`src/rtl/fifo_rd_stream_pkg.sv`:
```
// rtl/fifo_rd_stream_pkg.sv - constants shared between the dual-clock FIFO and its read-side consumer
package fifo_rd_stream_pkg;

  // RAM read latency of the FIFO read port, in read-clock cycles.
  localparam int FIFO_RD_LAT = 1;

endpackage

```
`src/rtl/fifo_rd_stream.sv`:
```
// rtl/fifo_rd_stream.sv - drains the FIFO read port into a valid/ready stream via a 2-entry skid buffer
module fifo_rd_stream
  import fifo_rd_stream_pkg::*;
#(
  parameter int DWIDTH = 8
) (
  input  logic              clk,
  input  logic              rst_n,
  input  logic              fifo_empty_i,
  output logic              fifo_renc_o,
  input  logic [DWIDTH-1:0] fifo_rdata_i,
  output logic              m_valid_o,
  input  logic              m_ready_i,
  output logic [DWIDTH-1:0] m_data_o,
  output logic [1:0]        level_o
);

  // One slot per cycle of read latency plus the head, so a ready sink never starves.
  localparam logic [2:0] BUF_DEPTH = 3'(FIFO_RD_LAT + 1);

  logic [DWIDTH-1:0] r_slot0;
  logic [DWIDTH-1:0] r_slot1;
  logic [1:0]        r_count;
  logic              r_inflight;

  logic              w_pop;
  logic [2:0]        w_occ_next;
  logic [1:0]        w_count_post_pop;

  assign w_pop            = (r_count != 2'd0) & m_ready_i;
  assign w_count_post_pop = r_count - {1'b0, w_pop};
  assign w_occ_next       = {1'b0, r_count} + {2'b0, r_inflight} - {2'b0, w_pop};

  // Credit check counts the word already in flight so the buffer can never overflow.
  assign fifo_renc_o = ~fifo_empty_i & rst_n & (w_occ_next < BUF_DEPTH);

  assign m_valid_o = (r_count != 2'd0);
  assign m_data_o  = r_slot0;
  assign level_o   = r_count;

  always_ff @(posedge clk) begin
    if (!rst_n) begin
      r_slot0    <= '0;
      r_slot1    <= '0;
      r_count    <= 2'd0;
      r_inflight <= 1'b0;
    end else begin
      r_inflight <= fifo_renc_o;
      r_count    <= w_occ_next[1:0];
      if (w_pop && (r_count == 2'd2)) begin
        r_slot0 <= r_slot1;
      end
      if (r_inflight) begin
        if (w_count_post_pop == 2'd0) begin
          r_slot0 <= fifo_rdata_i;
        end else begin
          r_slot1 <= fifo_rdata_i;
        end
      end
    end
  end

endmodule

```
`config.mk`:
```
export PLATFORM = sky130hd
export DESIGN_NAME = fifo_rd_stream
export DESIGN_NICKNAME = d
export VERILOG_FILES = /design/src/rtl/fifo_rd_stream_pkg.sv /design/src/rtl/fifo_rd_stream.sv
export SDC_FILE = /design/constraint.sdc
export NUM_CORES = 1
export LEC_CHECK = 0
export CAP_MARGIN = 20
export CORE_MARGIN = 8
export CORE_UTILIZATION = 36
export DETAILED_ROUTE_END_ITERATION = 6
export SLEW_MARGIN = 25
export SYNTH_ARGS = -nofsm -noshare
export SYNTH_HDL_FRONTEND = slang
export SYNTH_SLANG_ARGS = --single-unit
```
`constraint.sdc`:
```
create_clock -name clk -period 2.45 [get_ports clk]
set_input_delay 0.3675 -clock clk [delete_from_list [all_inputs] [get_ports clk]]
set_output_delay 0.3675 -clock clk [all_outputs]
set_load 0.1 [all_outputs]
```
==> summary.md, run 1 <==
| Metric | Value |
|---|---|
| Status | `finished, violations left` |
| Violations in the final reports | `setup timing` |
| Final Cycle Share | `103%` |
| WP data arrival | `2160 ps` |
| Min cycle time layout | `2530 ps` |
| Post-DP HPWL | `1570 µm` |
| Slowest stage cell, crit path | `dfxtp_4` |
| Critical Path RT | `2080 ps` |
| HP Class | `reg -> reg` |
| Synthesized area | `957 µm²` |
| IO buf count | `23` |
| CP Capture Point | `fifo_renc_o` |
| Clock transition at the registers of the reported paths | `110 ps` |
| Most frequent cell after synthesis | `nand2_1` |
| Die Width | `67.6 µm` |
| Synth warnings | `0` |
| Routed vias | `760` |
| Synth Instances | `103` |
| H-tree Lvls | `1` |
| Drt pass-1 iters | `2` |
| Root buf cell | `clkbuf_4` |
| Most frequent cells after synthesis | `nand2_1, dfxtp_1, a31oi_2, mux2i_1, o31ai_1` |
| Worst setup EP type | `output port` |
| Die ar. | `0.00457 mm²` |
| Share of cells above drive strength 1 | `32.0%` |
| Placed cell areas | `0.00121 mm²` |
| Worst-path fanout max | `2` |
| Worst Tran Pin Value | `505 ps` |
| Setup violations, final | `1` |
| Post-DRT Antenna Nets | `0` |
| R2r startpoint | `level_o[0]$_SDFF_PN0_` |
| Crit start category | `register` |
| Row cnt | `18` |
| Depth of the worst register-to-register path | `7` |
| Drc violations | `0` |
| Post-synthesis async set-or-reset flop share | `0%` |
| Yosys top cell by area | `dfxtp_1` |
| First-pass GRT wire length | `3600 µm` |
| EDFF count, synth | `0` |
| Fmax | `0.396 GHz` |
| DR WL/cell | `14.0 µm` |
| Final worst slack | `-77.6 ps` |
| Setup CP Type | `reg -> out` |
| DP Cell Count | `152` |
| Worst skew pair latency | `290 ps` |
| NumNets Final | `143` |
| Pwr dens | `1230 mW/mm²` |
| Relative slew slack | `66.3%` |
| Pin count of the biggest net entering global routing | `28` |
| R2R Setup Slk | `620 ps` |
| Seq/Total Area, Yosys | `39.7%` |
| Io pins | `24` |
| Count of pins over their slew limit | `0` |
| Num Clock Sinks | `19` |
| # hold bufs at CTS | `0` |
| Hold Vio Cnt, Final | `0` |
| Min-Delay Path Depth | `2` |
| CTS tree | `yes` |
| Via density | `4.81` |
| Skew final | `4.41 ps` |
| CTS buffer count | `3` |
| Main synth FF type | `dfxtp_1` |
| N_diodes | `0` |
| Register bit total from synthesis | `19` |
| Number of global-route vias before repair | `778` |
| Final non-filler cell area | `0.00127 mm²` |
| Crit path cell chain | `o21ai_2 -> or2_4 -> nand2_2 -> ha_4 -> fa_2 -> xnor2_2 -> nor4b_4 -> buf_12` |
| Reg-to-reg endpoint | `r_inflight$_SDFF_PN0_` |
| Area contributors post-synth | `dfxtp_1, nand2_1, a31oi_2` |
| GRT Util Overall | `10.2%` |
| Unrepaired setup endpoints after global routing | `true` |
| Drt first-iter violations | `23` |
| Crit path launch | `level_o[0]$_SDFF_PN0_` |
| P_leak | `0.467 nW` |
| Tot Pwr | `1.56 mW` |
| Core footprint | `0.00250 mm²` |
| Placer Congestion | `0.706` |
| Die Y-Extent | `67.6 µm` |
| Maximum clock path buffer count | `2` |
| WL final | `2220 µm` |
| P&R area growth vs syn | `32.9%` |
| Post-route insts no fill | `158` |
| Post-synth top area share | `39.7%` |
| Starting Density | `38.3%` |
| CP max stage delay | `360 ps` |
| Syn avg cell area | `9.29 µm²` |
| Synth Net Count | `117` |
| Number of max-cap violations | `0` |
| Pre-CTS setup slack | `-412 ps` |
| GRT overflow | `0` |
| Library cells used by synthesis | `23` |
| Initial antenna violation count | `0` |
| IR Drop Worst-Case VDD | `0.859 mV` |
metrics by stage:
stage | hold slack [ps] | util (%) | setup TNS, ps
after floorplan | 435 | - | -747
after global placement | 442 | 48.4 | -357
after detailed placement | 450 | 48.4 | -412
after CTS | 467 | 50.9 | -96.4
after global routing | 482 | 50.9 | -205
final | 464 | 50.9 | -77.6
cell families (layout without fill, tap and decap cells):
family	Yosys count	in the layout	share of synthesized area, %
fa+ha+maj	2	2	3.40
simple gates	45	45	22.2
xor+xnor	1	1	0.915
flops	19	19	39.7
compound gates	18	18	18.0
mux	8	8	8.37
buf+inv	10	35	7.32
registers in the layout, indices dropped and copies added, names as in the netlist:
name,cells
level_o,2
m_data_o,8
r_inflight,1
r_slot1,8
critical path: cells and delay by family, from the launching register on:
family,cells,cell delay [ps]
adders and majority gates,2,500
AOI/OAI and AO/OA,1,140
DFF,1,360
buffers and inverters,1,220
xor gates and xnor gates,1,170
and+or+nand+nor,3,480
cell usage in the layout (no fill, tap or decap):
master	instances
nor4b_1	1
fa_2	1
nor4b_4	1
and2_1	2
o31ai_1	8
nand3b_1	1
dlygate4sd2_1	1
clkbuf_4	3
mux2i_1	8
nand2_1	33
xnor2_2	1
or2_1	1
buf_12	1
o21a_1	1
a31oi_2	8
and3b_1	1
or2_2	1
dfxtp_1	17
clkbuf_1	1
inv_1	1
buf_4	18
ha_4	1
nand2b_4	1
or2_4	1
clkdlybuf4s50_1	10
nand2_2	1
o21ai_2	1
dfxtp_4	2
nor2b_1	1
where the power goes:
part	total [mW]	switching (mW)	internal, mW
clock	0.159	0.0962	0.0632
combinational	0.973	0.692	0.280
sequential	0.428	0.0441	0.384
total	1.56	0.833	0.727
timing repair:
action	4_1_cts	5_1_grt
resized for setup	5	0
buffers inserted	2	0
pin swaps	4	0
setup endpoints to repair	1	1
worst min-delay path by stage:
stage / from / slack (ps) / to
6_report: r_slot1[4]$_SDFFE_PN0P_ / 460 / r_slot1[4]$_SDFFE_PN0P_
5_1_grt: r_slot1[2]$_SDFFE_PN0P_ / 480 / r_slot1[2]$_SDFFE_PN0P_
2_1_floorplan: r_slot1[0]$_SDFFE_PN0P_ / 430 / r_slot1[0]$_SDFFE_PN0P_
3_5_place_dp: r_slot1[2]$_SDFFE_PN0P_ / 450 / r_slot1[2]$_SDFFE_PN0P_
3_3_place_gp: r_slot1[7]$_SDFFE_PN0P_ / 440 / r_slot1[7]$_SDFFE_PN0P_
4_1_cts: r_slot1[7]$_SDFFE_PN0P_ / 470 / r_slot1[7]$_SDFFE_PN0P_
routing by layer:
| layer | vias up | part of all wire (%) | GRT usage, % | wire [µm] |
|---|---|---|---|---|
| li1 | 405 | - | - | - |
| met1 | 336 | 47 | 12.5 | 1030 |
| met2 | 17 | 45 | 16.2 | 1000 |
| met3 | 2 | 7.8 | 3.81 | 172 |
| met4 | 0 | 0.27 | 3.13 | 6 |
| met5 | - | 0 | 0 | 0 |
area by class of cell:
cell class / instances / area (µm²)
multi-input cells: 74 / 553
clock buffers: 4 / 26.3
fillers: 245 / 1230
well taps: 30 / 37.5
inverters: 1 / 3.75
flip-flops and latches: 19 / 388
repair buffers: 30 / 264
Note: power is estimated with default switching activity, not from simulation.
==> run 2, diff against run 1 <==
--- a/config.mk
+++ b/config.mk
@@ -9,7 +9,7 @@
 export CORE_MARGIN = 8
 export CORE_UTILIZATION = 36
 export DETAILED_ROUTE_END_ITERATION = 6
-export SLEW_MARGIN = 25
+export SLEW_MARGIN = 40
 export SYNTH_ARGS = -nofsm -noshare
 export SYNTH_HDL_FRONTEND = slang
 export SYNTH_SLANG_ARGS = --single-unit
==> results of run 2 <==
No change in the layout: final DEF, timing and power equal those of run 1.
